## config.mk

```make
export PLATFORM = sky130hd
export DESIGN_NAME = sample_scheduler
export DESIGN_NICKNAME = d
export VERILOG_FILES = /design/src/rtl/sample_scheduler_pkg.sv /design/src/rtl/sample_scheduler_delay.sv /design/src/rtl/sample_scheduler.sv
export SDC_FILE = /design/constraint.sdc
export NUM_CORES = 1
export LEC_CHECK = 0
export BUFFER_PORTS_ARGS = -buffer_cell sky130_fd_sc_hd__buf_2
export CAP_MARGIN = 40
export CORE_ASPECT_RATIO = 0.7
export CORE_MARGIN = 10
export CORE_UTILIZATION = 55
export DETAILED_ROUTE_END_ITERATION = 16
export PLACE_DENSITY = 0.78
export SKIP_LAST_GASP = 1
export SYNTH_ARGS = -nofsm -noshare
export SYNTH_HDL_FRONTEND = slang
export SYNTH_SLANG_ARGS = --single-unit
```

## constraint.sdc

```tcl
create_clock -name CLK_50M -period 2.72 [get_ports CLK_50M]
set_input_delay 0.544 -clock CLK_50M [delete_from_list [all_inputs] [get_ports CLK_50M]]
set_output_delay 0.544 -clock CLK_50M [all_outputs]
set_load 0.03 [all_outputs]
```

## src/rtl/sample_scheduler_pkg.sv

```systemverilog
// rtl/sample_scheduler_pkg.sv - shared types, constants and sample conversion for sample_scheduler
package sample_scheduler_pkg;

   typedef enum logic [2:0] {
      IDLE,
      CONV,
      STORE,
      DAC_REQ,
      DAC_WAIT
   } sched_state_t;

   localparam int          MIN_PERIOD = 64;
   localparam int          SAMPLE_W   = 14;
   localparam logic [11:0] MIDSCALE   = 12'h800;

   // Two's-complement 14-bit to offset-binary 12-bit: flip the sign bit, drop two LSBs.
   function automatic logic [11:0] to_offset_binary(input logic [SAMPLE_W-1:0] s);
      return 12'((s ^ 14'h2000) >> 2);
   endfunction

endpackage

```

## src/rtl/sample_scheduler_delay.sv

```systemverilog
// rtl/sample_scheduler_delay.sv - sample_delay_line: ring of past samples with offset read
module sample_delay_line
   import sample_scheduler_pkg::*;
#(
   parameter int DEPTH_LOG2 = 4
)
(
   input  logic                  clk,
   input  logic                  rst,
   input  logic                  we,
   input  logic [SAMPLE_W-1:0]   wdata,
   input  logic [DEPTH_LOG2-1:0] rd_offset,
   output logic [SAMPLE_W-1:0]   rd_data
);

   localparam int DEPTH = 1 << DEPTH_LOG2;

   logic [SAMPLE_W-1:0]   mem [DEPTH];
   logic [DEPTH_LOG2-1:0] wr_ptr;

   always_ff @(posedge clk or posedge rst) begin
      if (rst) begin
         wr_ptr <= '0;
      end else if (we) begin
         wr_ptr <= wr_ptr + DEPTH_LOG2'(1);
      end
   end

   always_ff @(posedge clk) begin
      if (we) begin
         mem[wr_ptr] <= wdata;
      end
   end

   // Offset 0 addresses the slot about to be written; the caller bypasses that case.
   assign rd_data = mem[wr_ptr - rd_offset];

endmodule

```

## src/rtl/sample_scheduler.sv

```systemverilog
// rtl/sample_scheduler.sv - one-domain FSM sequencing ADC conversion and DAC A/B update per period
module sample_scheduler
   import sample_scheduler_pkg::*;
#(
   parameter int PERIOD_W    = 16,
   parameter int DEPTH_LOG2  = 4,
   parameter int ADC_TIMEOUT = 255
)
(
   input  logic                  CLK_50M,
   input  logic                  RESET,
   input  logic [PERIOD_W-1:0]   period,
   input  logic [DEPTH_LOG2-1:0] delay_sel,
   output logic                  adc_start,
   input  logic                  adc_done,
   input  logic [13:0]           adc_va,
   output logic                  dac_start,
   input  logic                  dac_busy,
   output logic [11:0]           dac_va,
   output logic [11:0]           dac_vb,
   output logic                  overrun,
   output logic                  timeout,
   input  logic                  clear_flags
);

   localparam int                  TW    = $clog2(ADC_TIMEOUT + 1);
   localparam logic [TW-1:0]       T_MAX = TW'(ADC_TIMEOUT - 1);
   localparam logic [PERIOD_W-1:0] MIN_P = PERIOD_W'(MIN_PERIOD);
   localparam logic [PERIOD_W-1:0] ONE_P = PERIOD_W'(1);

   sched_state_t          state, state_nxt;
   logic                  adc_start_nxt, dac_start_nxt;
   logic                  issued, issued_nxt;
   logic [PERIOD_W-1:0]   cnt, cur_period, eff_period;
   logic                  tick;
   logic [TW-1:0]         tcnt;
   logic [SAMPLE_W-1:0]   sample, rd_data;
   logic [DEPTH_LOG2-1:0] fill;
   logic                  conv_timeout;

   assign eff_period   = (period < MIN_P) ? MIN_P : period;
   assign conv_timeout = (state == CONV) && !adc_done && (tcnt == T_MAX);

   // Period is sampled only at wrap so a change never truncates the running period.
   always_ff @(posedge CLK_50M or posedge RESET) begin
      if (RESET) begin
         cnt        <= '0;
         cur_period <= MIN_P;
         tick       <= 1'b0;
      end else if (cnt == cur_period - ONE_P) begin
         cnt        <= '0;
         cur_period <= eff_period;
         tick       <= 1'b1;
      end else begin
         cnt        <= cnt + ONE_P;
         tick       <= 1'b0;
      end
   end

   always_comb begin
      state_nxt     = state;
      adc_start_nxt = 1'b0;
      dac_start_nxt = 1'b0;
      issued_nxt    = issued;
      case (state)
         IDLE: begin
            if (tick) begin
               state_nxt     = CONV;
               adc_start_nxt = 1'b1;
            end
         end
         CONV: begin
            if (adc_done) begin
               state_nxt = STORE;
            end else if (conv_timeout) begin
               state_nxt = IDLE;
            end
         end
         STORE: begin
            state_nxt     = DAC_REQ;
            dac_start_nxt = !dac_busy;
            issued_nxt    = !dac_busy;
         end
         DAC_REQ: begin
            // If the driver was still busy from earlier, hold the request until it frees up.
            if (issued) begin
               if (dac_busy) begin
                  state_nxt = DAC_WAIT;
               end
            end else if (!dac_busy) begin
               dac_start_nxt = 1'b1;
               issued_nxt    = 1'b1;
            end
         end
         DAC_WAIT: begin
            if (!dac_busy) begin
               state_nxt = IDLE;
            end
         end
         default: state_nxt = IDLE;
      endcase
   end

   always_ff @(posedge CLK_50M or posedge RESET) begin
      if (RESET) begin
         state     <= IDLE;
         adc_start <= 1'b0;
         dac_start <= 1'b0;
         issued    <= 1'b0;
         tcnt      <= '0;
         sample    <= '0;
         fill      <= '0;
         dac_va    <= MIDSCALE;
         dac_vb    <= MIDSCALE;
         overrun   <= 1'b0;
         timeout   <= 1'b0;
      end else begin
         state     <= state_nxt;
         adc_start <= adc_start_nxt;
         dac_start <= dac_start_nxt;
         issued    <= issued_nxt;
         tcnt      <= (state == CONV && !adc_done) ? tcnt + TW'(1) : '0;

         if (state == CONV && adc_done) begin
            sample <= adc_va;
            dac_va <= to_offset_binary(adc_va);
            if (delay_sel == '0) begin
               dac_vb <= to_offset_binary(adc_va);
            end else if (fill < delay_sel) begin
               dac_vb <= MIDSCALE;
            end else begin
               dac_vb <= to_offset_binary(rd_data);
            end
         end

         if (state == STORE && fill != '1) begin
            fill <= fill + DEPTH_LOG2'(1);
         end

         if (tick && state != IDLE) begin
            overrun <= 1'b1;
         end else if (clear_flags) begin
            overrun <= 1'b0;
         end

         if (conv_timeout) begin
            timeout <= 1'b1;
         end else if (clear_flags) begin
            timeout <= 1'b0;
         end
      end
   end

   sample_delay_line #(
      .DEPTH_LOG2 (DEPTH_LOG2)
   ) u_delay (
      .clk       (CLK_50M),
      .rst       (RESET),
      .we        (state == STORE),
      .wdata     (sample),
      .rd_offset (delay_sel),
      .rd_data   (rd_data)
   );

endmodule

```

Word-level counts from Yosys, hierarchy flattened:

Memories as Yosys holds them, arrays and structs flattened.
Index checks and enable logic that the tools add are counted.

* register bits: 95
* bits of input ports: 39
* logic and storage cells: 77
* RAM bits: 224
* memories: 1

* $add $sub $neg: 6
* reductions and logical operators: 14
* equal/unequal tests: 12
* muxes and demuxes: 25
* magnitude comparators: 2
* bitwise operators: 2

Memory list
* u_delay.mem: words 16, bits a word 14, rd ports 1, clocked after memory_dff 0, write ports 1, line sample_scheduler_delay.sv:18 `logic [SAMPLE_W-1:0] mem [DEPTH];`

Operators with widths (count)
* $mux 16: 2
* $mux 12: 2
* $mux 3: 6
* $add 16x1->16 const B: 1
* $eq 16x16->1: 1
* $lt 16x7->1 const B: 1
* $sub 16x1->16 const B: 1
* $pmux 3 s5: 1
* $mux 1: 11
* $add 4x1->4 const B: 2
* $add 8x1->8 const B: 1
* $eq 8x8->1 const B: 1
* $mux 8: 1
* $ne 2x2->1 const B: 4
* $eq 3x2->1 const B: 2
* $reduce_bool 2->1: 3
* $logic_and 1x1->1: 5
* $reduce_and 5->1: 1
* $logic_not 4->1: 1
* $lt 4x4->1: 1
* $ne 4x4->1 const B: 1
* $pmux 1 s2: 2
* $sub 4x4->4: 1
* $eq 3x1->1 const B: 1
* other kinds (6): 8

Depth between registers and ports, before layout:

* depth in word-level cells: 6
* depth in mapped cells: 10
* mapped depth without buffers: 8

Hierarchy:

Synthesis repeated with hierarchy kept, for this count alone.

* cell total of the unflattened synthesis: 854
* area, all modules: 13187.6 sq um

By module, submodules not included
* sample_delay_line: area each 9100.0 sq um, instances 1, sequential area each 6826.5 sq um, cells each 443
* sample_scheduler: area each 4087.7 sq um, instances 1, sequential area each 2005.7 sq um, cells each 411

Least setup slack after synthesis:

Ideal clock, no wire load.

* path kind: input-to-reg
* start: input port delay_sel[0]
* end: register dac_vb[0]
* cell stages on the path: 8
* setup time: 0.118 ns
* slack: -0.067 ns
* path buffers: 2
* arrival time: 2.669 ns
* path through: ha_1 -> fa_1 -> clkbuf_1 -> clkbuf_1 -> mux4_2 -> mux2i_1 -> mux2i_1 -> a21o_1

* cells in the longest elaborated chain, start to end: 4

Ends and longest elaborated chain
* from (decl): line sample_scheduler.sv:13 `input logic [DEPTH_LOG2-1:0] delay_sel,`
* $sub 4x4->4: line sample_scheduler_delay.sv:36 `assign rd_data = mem[wr_ptr - rd_offset];`
* $mem_v2 16x14
* $mux 12: line sample_scheduler.sv:129 `end else if (fill < delay_sel) begin`
* $mux 12 (*): line sample_scheduler.sv:127 `if (delay_sel == '0) begin`
* to (signal assigned): line sample_scheduler.sv:128 `dac_vb <= to_offset_binary(adc_va);`
* to (signal assigned): line sample_scheduler.sv:132 `dac_vb <= to_offset_binary(rd_data);`
* to (decl): line sample_scheduler.sv:20 `output logic [11:0] dac_vb,`

Mark *: on every way between the ends. The rest lies on a longest branch, timed or not.
A chain may end at the register's enable or synchronous reset.

Worst setup path after layout:

* start: register cur_period[0]
* end: register cur_period[15]

* cells in the longest elaborated chain, start to end: 2

Ends and longest elaborated chain
* from (decl): line sample_scheduler.sv:34 `logic [PERIOD_W-1:0] cnt, cur_period, eff_period;`
* from (signal assigned): line sample_scheduler.sv:52 `cur_period <= eff_period;`
* $sub 16x1->16: line sample_scheduler.sv:50 `end else if (cnt == cur_period - ONE_P) begin`
* $eq 16x16->1: line sample_scheduler.sv:50

Every way passes these cells.

==> impl_metrics.py <==
metrics = {
    "status": {
        "status": "complete, no violations",
    },
    "detailed_routing": {
        "vias": 6963,
        "drt_first_pass_iters": 5,
        "via_per_inst": 5.916,
        "drc": 0,
        "routed_wl_um": 26260,
        "wl_per_cell_um": 22.31,
        "ant_nets": 0,
        "drt_iter0_markers": 568,
    },
    "timing": {
        "finalCriticalPeriod_ns": 2.680,
        "finalMaxSlewViolations": 0,
        "hold_violations": 0,
        "post-route-period-util_pct": 98.51,
        "whs_ns": 0.05114,
        "setup_slack_ns": 0.04041,
        "finalClockSkew_ns": 0.02041,
        "setup_violations": 0,
        "slew_headroom_pct": 53.86,
        "worst_pin_slew_ns": 0.6869,
        "fmax_mhz": 373.2,
    },
    "synthesis": {
        "netlist.area_leader.share_pct": 49.01,
        "syn_avg_cell_area_sq_um": 15.48,
        "synth_top_family_by_area": "multiplexers",
        "synthCells": 760,
        "synth.distinct_cells": 56,
        "yosys.area.top_type": "edfxtp_1",
        "ys_seq_elements": 274,
        "yosysSeqAreaShare_pct": 66.48,
        "ys.flop_type": "edfxtp_1",
        "synth-xor-area-share_pct": 3.403,
        "synth_area_sq_mm": 0.01177,
        "yosys_warnings": 0,
        "synth_fp_nets": 815,
        "synth-simple-area-share_pct": 8.146,
        "synthAdderAreaFrac_pct": 1.765,
        "yosys-top-cells-area": "edfxtp_1, dfrtp_1, mux4_2, mux2i_1, nand2_1",
        "synth_mux_area_share_pct": 13.81,
        "synthArstFlopShare_pct": 29.93,
        "synth_compound_area_share_pct": 3.892,
        "synth_edf_count": 192,
    },
    "cts": {
        "cts_sinks": 274,
        "insertion_delay_ns": 0.53,
        "clock_path_buffers": 3,
        "cts_buffers": 25,
        "clk_pin_slew_ns": 0.07,
        "htree_levels": 1,
        "hold_buffers": 0,
        "root_buffer": "clkbuf_16",
        "cts_tree": "done",
    },
    "critical_path": {
        "reg2reg_from": "cur_period[0]",
        "critPathKind": "reg -> reg",
        "cp.arrival_ns": 3.08,
        "crit_path_start_kind": "register",
        "r2r_slack_ns": 0.04,
        "reg2regPathDepth": 9,
        "critPathLaunch": "cur_period[0]",
        "max_stage_delay_ns": 0.57,
        "cpMostUsedCell": "buf_4",
        "required_ns": 3.12,
        "cpMaxStageDelayCell": "or4_4",
        "crit_chain": "or4_4 > nor4_2 > buf_4 > a21o_1 > nand4_1 > nor4_4 > buf_4 > clkbuf_16 > mux2_2",
        "end_kind": "register",
        "critPathMaxFanout": 6,
        "r2r-end": "cur_period[15]",
    },
    "die": {
        "num_rows": 44,
        "die_h_um": 142.4,
        "fp.dieW_um": 194.8,
        "dieArea_sq_mm": 0.02773,
        "start_util_pct": 56.39,
        "ios": 67,
        "core-area_sq_mm": 0.02087,
    },
    "layout": {
        "syn_to_final_growth_pct": 17.09,
        "n_antenna_cell": 0,
        "drive_gt1_share_pct": 28.52,
        "nets": 937,
    },
    "power_and_ir_drop": {
        "combPwrFrac_pct": 3.3,
        "power_switching_mw": 1.678,
        "ir_worst_vdd_v": 0.0004575,
        "pwr-share-seq_pct": 54.5,
        "power_density_mw_per_mm2": 589.4,
        "pwr-share-clk_pct": 42.2,
        "switching_share_pct": 20.67,
        "p_leak_nw": 5.020,
        "p_int_mw": 6.442,
    },
    "min_path": {
        "min_path_type": "in -> async",
    },
    "grt": {
        "grt_max_degree": 51,
        "overflow": 0,
        "antenna_found_initial": 1,
        "grt_first_pass_wirelength_um": 40580,
        "grt_pass1_vias": 6904,
        "grt_usage_pct": 18.59,
    },
    "placement": {
        "dp_hpwl_um": 17290,
        "place_ws_ns": -0.03304,
        "port_buffers": 64,
        "place.gp.congestion": 0.8977,
    },
    "job": {
        "maxCapViolations": 0,
    },
}
[timing repair]
item / 4_1_cts / 5_1_grt
pin swaps: 0 / 5
gates cloned: 0 / 1
setup endpoints to repair: 15 / 32
gates resized for setup: 1 / 11
setup buffers: 0 / 6
[placed cells by master, fill, tap and decap left out, types with 14 or more instances in the layout]
cell       count
edfxtp_1     192
dfrtp_1       79
buf_4         65
nand2_1       64
buf_2         64
nor2_1        49
mux4_2        48
mux2i_1       42
clkbuf_16     26
xnor2_1       23
nand3_1       20
inv_1         18
xor2_1        18
a21o_1        15
ha_1          14
[per-layer routing]
metal | share of wire [%] | track usage (%) | wire length, um
met2 | 44 | 27.31 | 11520
met4 | 2.0 | 4.167 | 529
met3 | 9.9 | 4.543 | 2589
met1 | 44 | 27.47 | 11620
met5 | 0.034 | 0 | 9
[worst max-delay path, delay by kind of cell, from the launching register on]
| family | cells | cell delay (ns) |
|---|---|---|
| AO/OA/AOI/OAI | 1 | 0.11 |
| buffers and inverters | 3 | 0.46 |
| multiplexers | 1 | 0.32 |
| AND/OR/NAND/NOR | 4 | 1.25 |
| flip-flops | 1 | 0.43 |
[logic make-up (layout without fill, tap and decap cells)]
family                   Yosys count  in the layout
buffers and inverters             63            204
AND/OR/NAND/NOR                  198            198
AO/OA/AOI/OAI                     64             64
XOR/XNOR                          44             44
adder cells (fa/ha/maj)           16             16
flip-flops                       274            274
multiplexers                     101            101
[power groups by stage]
stage               clock network [mW]  registers [mW]  logic (mW)
floorplan                            0            4.51       0.152
global placement                     0            4.51       0.265
detailed placement                   0            4.51       0.273
global route                      3.66            4.42       0.290
finish                            3.43            4.42       0.270
CTS                               3.47            4.42       0.274
[layout make-up]
type / instances / area (sq um)
sequential: 274 / 7821
multi-input combinational: 423 / 3762
clock inverter: 17 / 153.9
inverter: 20 / 76.32
clock buffer: 29 / 640.6
tap: 276 / 345.3
fill: 1400 / 7089
timing repair buffer: 138 / 975.9
[worst max-delay path by stage]
stage	to	slack, ns	depth (start not counted)
final	cur_period[15]	0.04	9
after global routing	cur_period[13]	-0.05	8
after CTS	cur_period[12]	0.004	9
after detailed placement	cur_period[7]	-0.03	9
after global placement	dac_vb[4]	-0.06	9
after floorplan	dac_vb[0]	0.003	7
[cell usage after synthesis (2+ instances only)]
library cell / instances
a31oi_1: 2
clkbuf_1: 20
nand2b_1: 6
mux2_1: 7
a21o_1: 15
a211oi_1: 2
inv_1: 20
mux2_2: 4
nor4_1: 9
nand4_1: 6
nor2_1: 49
nand3_1: 20
nor2b_1: 4
a22o_1: 11
dfstp_2: 3
a32oi_1: 3
nand3b_1: 4
mux2i_1: 42
nor3_1: 13
xor2_1: 19
buf_1: 8
or3_1: 4
buf_4: 13
o21ai_0: 7
dfrtp_1: 79
a22oi_1: 2
nor4b_1: 3
o22ai_1: 3
a21oi_1: 11
xnor2_1: 24
ha_1: 15
and3_1: 7
mux4_2: 48
nand2_1: 64
edfxtp_1: 192
[metrics by stage]
stage	instances	TNS, ns	total power, mW	cell area, sq um	util [%]
finish	1177	0	8.120	13780	66.02
floorplan	760	0	4.661	11770	-
global route	1177	-0.5791	8.370	13780	66.02
global placement	1122	-0.4604	4.774	12840	61.53
CTS	1170	0	8.169	13660	65.45
detailed placement	1124	-0.2729	4.782	12860	61.62
[flip-flops by register name, indices dropped and copies added (netlist names), 3 cells and up]
name and count:
u_delay.mem 192, cnt 16, cur_period 16, dac_va 12, dac_vb 12, tcnt 8, fill 4, u_delay.wr_ptr 4
state 3
(Power assumes the default switching activity.)
